--- config.mk ---
export PLATFORM = sky130hd
export DESIGN_NAME = round
export DESIGN_NICKNAME = d
export VERILOG_FILES = /design/src/rtl/round.sv
export SDC_FILE = /design/constraint.sdc
export NUM_CORES = 1
export LEC_CHECK = 0
export ABC_AREA = 0
export CAP_MARGIN = 20
export CORE_MARGIN = 8
export CORE_UTILIZATION = 50
export CTS_BUF_LIST = sky130_fd_sc_hd__clkbuf_8
export CTS_CLUSTER_DIAMETER = 30
export DETAILED_ROUTE_END_ITERATION = 10
export GPL_ROUTABILITY_DRIVEN = 0
export PLACE_DENSITY = 0.89
export SLEW_MARGIN = 20
export SYNTH_ARGS = -nofsm -noshare
export SYNTH_HDL_FRONTEND = slang
export SYNTH_SLANG_ARGS = --single-unit
--- constraint.sdc ---
create_clock -name clk -period 2.15 [get_ports clk]
set_input_delay 0.43 -clock clk [delete_from_list [all_inputs] [get_ports clk]]
set_output_delay 0.43 -clock clk [all_outputs]
set_load 0.01 [all_outputs]
--- src/rtl/round.sv ---
// One PRESENT cipher round: addRoundKey, sBoxLayer, pLayer, with a registered result
// and a single-cycle valid strobe so a controller can iterate rounds back to back.
module round (
  input  logic        clk,
  input  logic        rst_n,
  input  logic        in_valid,
  input  logic [63:0] x,
  input  logic [79:0] k,
  output logic [63:0] r,
  output logic        out_valid
);

  function automatic logic [3:0] sbox(input logic [3:0] n);
    logic [3:0] o;
    o = 4'h0;
    case (n)
      4'h0: o = 4'hC;
      4'h1: o = 4'h5;
      4'h2: o = 4'h6;
      4'h3: o = 4'hB;
      4'h4: o = 4'h9;
      4'h5: o = 4'h0;
      4'h6: o = 4'hA;
      4'h7: o = 4'hD;
      4'h8: o = 4'h3;
      4'h9: o = 4'hE;
      4'hA: o = 4'hF;
      4'hB: o = 4'h8;
      4'hC: o = 4'h4;
      4'hD: o = 4'h7;
      4'hE: o = 4'h1;
      4'hF: o = 4'h2;
      default: o = 4'h0;
    endcase
    return o;
  endfunction

  logic [63:0] s;
  logic [63:0] t;
  logic [63:0] p;
  logic [63:0] r_d, r_q;
  logic        valid_d, valid_q;

  // The round key is the top 64 bits of the key register; the low 16 only feed the schedule.
  logic unused_k;
  assign unused_k = ^k[15:0];

  assign s = x ^ k[79:16];

  for (genvar g = 0; g < 16; g++) begin : g_sbox
    assign t[4*g+3:4*g] = sbox(s[4*g+3:4*g]);
  end

  // Bit i lands at 16*(i mod 4) + i/4; bit 63 maps onto itself.
  for (genvar i = 0; i < 64; i++) begin : g_player
    assign p[16*(i%4) + i/4] = t[i];
  end

  always_comb begin
    r_d     = r_q;
    valid_d = 1'b0;
    if (in_valid) begin
      r_d     = p;
      valid_d = 1'b1;
    end
  end

  always_ff @(posedge clk or negedge rst_n) begin
    if (!rst_n) begin
      r_q     <= 64'h0;
      valid_q <= 1'b0;
    end else begin
      r_q     <= r_d;
      valid_q <= valid_d;
    end
  end

  assign r         = r_q;
  assign out_valid = valid_q;

endmodule

==> results.py <==
metrics = {
    "clock_tree": {
        "cts_buffer_depth": 2,
        "cts_buffers": 9,
        "cts_tree": "yes",
        "clk_pin_slew_worst_paths_ns": 0.07,
        "clk_latency_ns": 0.35,
        "cts.htree.levels": 3,
        "root_buffer": "clkbuf_8",
        "clock-sinks": 65,
        "holdBufCountCts": 0,
    },
    "critical_path": {
        "arrival_ns": 2.32,
        "cp-start-kind": "primary input",
        "worstSetupPathType": "in2reg",
        "critPathMaxFanout": 4,
        "required_ns": 2.39,
        "r2r_cells": 1,
        "endpoint_kind": "flip-flop",
    },
    "cells_and_area": {
        "finalCoreUtilization_pct": 79.2,
        "antenna-diode-count": 0,
        "fin_nets": 1029,
        "fillers": 668,
        "syn2layout_area_growth_pct": 54.3,
        "drive_gt1_share_pct": 22.4,
    },
    "synth": {
        "avgSynthCellArea_um2": 10.2,
        "yosys-top-cells-count": "66 x nor2_1, 65 x dfrtp_1, 64 x inv_1",
        "yosysTopAreaCell": "dfrtp_1",
        "ys_seq_area_share_pct": 29.1,
        "synth_most_common_cell": "nor2_1",
        "synth_nets": 741,
        "postSynthCellCount": 546,
        "yosysUniqueCellTypes": 26,
        "ys_seq_elements": 65,
        "synth_warnings": 0,
        "synthFlopType": "dfrtp_1",
        "synth-edff-count": 0,
        "synth_top_area_share_pct": 29.1,
        "netlist_area_um2": 5590,
        "synthTopCellsByArea": "dfrtp_1 29%, ha_1 11%, mux2i_1 6.8%",
        "async_flop_share_pct": 100,
    },
    "die": {
        "die_area_um2": 14800,
        "start_util_pct": 51.4,
        "die_x_um": 122,
        "io_pins": 212,
        "die_y_um": 122,
        "design.core.area_um2": 10900,
        "rows": 38,
    },
    "timing": {
        "period_needed_ns": 2.09,
        "max_freq_ghz": 0.479,
        "worstMarginPinSlew_ns": 0.482,
        "rsz0062_at_grt": "false",
        "relSlewSlack_pct": 67.6,
        "whs_ns": 0.0824,
        "setup_viol": 0,
        "clock_skew_ns": 0,
        "slew_viol_final": 0,
        "final-hold-violation-count": 0,
        "fin_crit_sh_pct": 97.1,
        "fin_tns_setup_ns": 0,
    },
    "place": {
        "hpwl_mm": 13.4,
        "io_buffers": 195,
    },
    "drt": {
        "drc": 0,
        "ant_nets": 0,
        "viasPerCell": 5.27,
        "drt_wl_total_mm": 16.2,
        "drt_iter0_drc": 231,
        "dr.pass1.iters": 5,
        "wl_per_cell_um": 16.6,
        "vias": 5156,
    },
    "status": {
        "status": "complete, no violations",
    },
    "pwr": {
        "leakagePower_nw": 3.89,
        "powerDensity_nw_per_um2": 638,
        "ir_worst_vdd_uv": 410,
    },
    "grt": {
        "track_usage_pct": 22.0,
        "grt_pass1_vias": 5692,
        "antenna_found_initial": 0,
        "grt_start_max_net_pins": 66,
        "grt_overflow": 0,
        "grt_pass1_wl_mm": 26.4,
    },
    "hold_path": {
        "min_path_type": "in2async",
    },
    "run": {
        "max-cap-violations": 0,
    },
}
## cell usage in the layout (no fill, tap or decap), types with 12 or more instances in the layout
cell type | netlist | final
buf_4 | 0 | 92
inv_1 | 64 | 66
mux2i_1 | 38 | 38
clkdlybuf4s50_1 | 0 | 193
nand2_1 | 22 | 22
xor2_4 | 12 | 12
a211o_1 | 15 | 15
ha_1 | 48 | 48
a21oi_2 | 12 | 12
mux2_2 | 29 | 29
a21oi_1 | 43 | 43
xor2_1 | 21 | 21
mux4_2 | 16 | 16
dfrtp_1 | 65 | 65
a211oi_1 | 15 | 15
a31oi_1 | 21 | 21
xnor2_1 | 32 | 31
nor2_1 | 66 | 66
## where the power goes
part,internal [mW],leakage [nW],switching [mW]
combinational,1.56,3.04,1.16
clock,0.669,0.115,0.485
sequential,1.48,0.739,0.154
## per-stage QoR
step | std cells | total power, mW | area [um2] | setup WS, ns
2_1_floorplan | 546 | 2.93 | 5590 | 0.212
3_3_place_gp | 963 | 4.22 | 8410 | -0.223
3_5_place_dp | 963 | 4.37 | 8410 | -0.308
4_1_cts | 978 | 5.55 | 8620 | 0.0681
5_1_grt | 978 | 5.85 | 8630 | 0.0154
6_report | 978 | 5.50 | 8630 | 0.0617
## final cells by class
cell class,count,area [um2],share of cell area (%)
multi-input combinational,405,3690,42.7
clock inverter,5,72.6,0.841
inverter,64,240,2.79
tap,140,175,2.03
clock buffer,10,138,1.60
sequential,65,1630,18.9
timing repair buffer,289,2690,31.2
## kinds of logic (layout without fill, tap and decap cells)
group	count (synthesis)	in the layout	synth area share, %
AO/OA/AOI/OAI	113	113	13.5
XOR/XNOR	68	68	15.1
adder cells (fa/ha/maj)	48	48	10.7
buffers and inverters	76	368	5.12
flip-flops	65	65	29.1
multiplexers	87	87	20.4
AND/OR/NAND/NOR	89	89	6.06
## metal layers
metal | up-vias | GRT usage [%] | share of wire [%]
met1 | 2460 | 22.3 | 36
met5 | - | 0 | 0
met3 | 31 | 7.22 | 7.3
met2 | 181 | 41.2 | 54
met4 | 0 | 7.48 | 2.2
li1 | 2484 | - | -
## critical path: stages
cell and delay (ns):
clkdlybuf4s50_1 0.42, xnor2_1 0.31, inv_1 0.09, ha_1 0.31
mux4_2 0.49, mux2_4 0.27
## final timing paths
| kind | startpoint | endpoint | slack, ns |
|---|---|---|---|
| max | k[69] | r[45] | 0.06 |
| min | rst_n | r[39] | 0.08 |
| max reg2reg | r[45] | r[45] | 1.36 |
| min reg2reg | r[40] | r[40] | 0.51 |
| max in group asynchronous | rst_n | r[53] | 1.75 |
| min in group clk | in_valid | r[1] | 0.45 |
## sequential cells by signal (all words and copies together), names as in the netlist
| register | count |
|---|---|
| r | 64 |
| out_valid | 1 |
## timing repair
action                                  4_1_cts  5_1_grt
resized for setup                             0        1
setup buffers                                 0        0
endpoints found under the setup margin        0        1
Note: power is estimated with default switching activity, not from simulation.
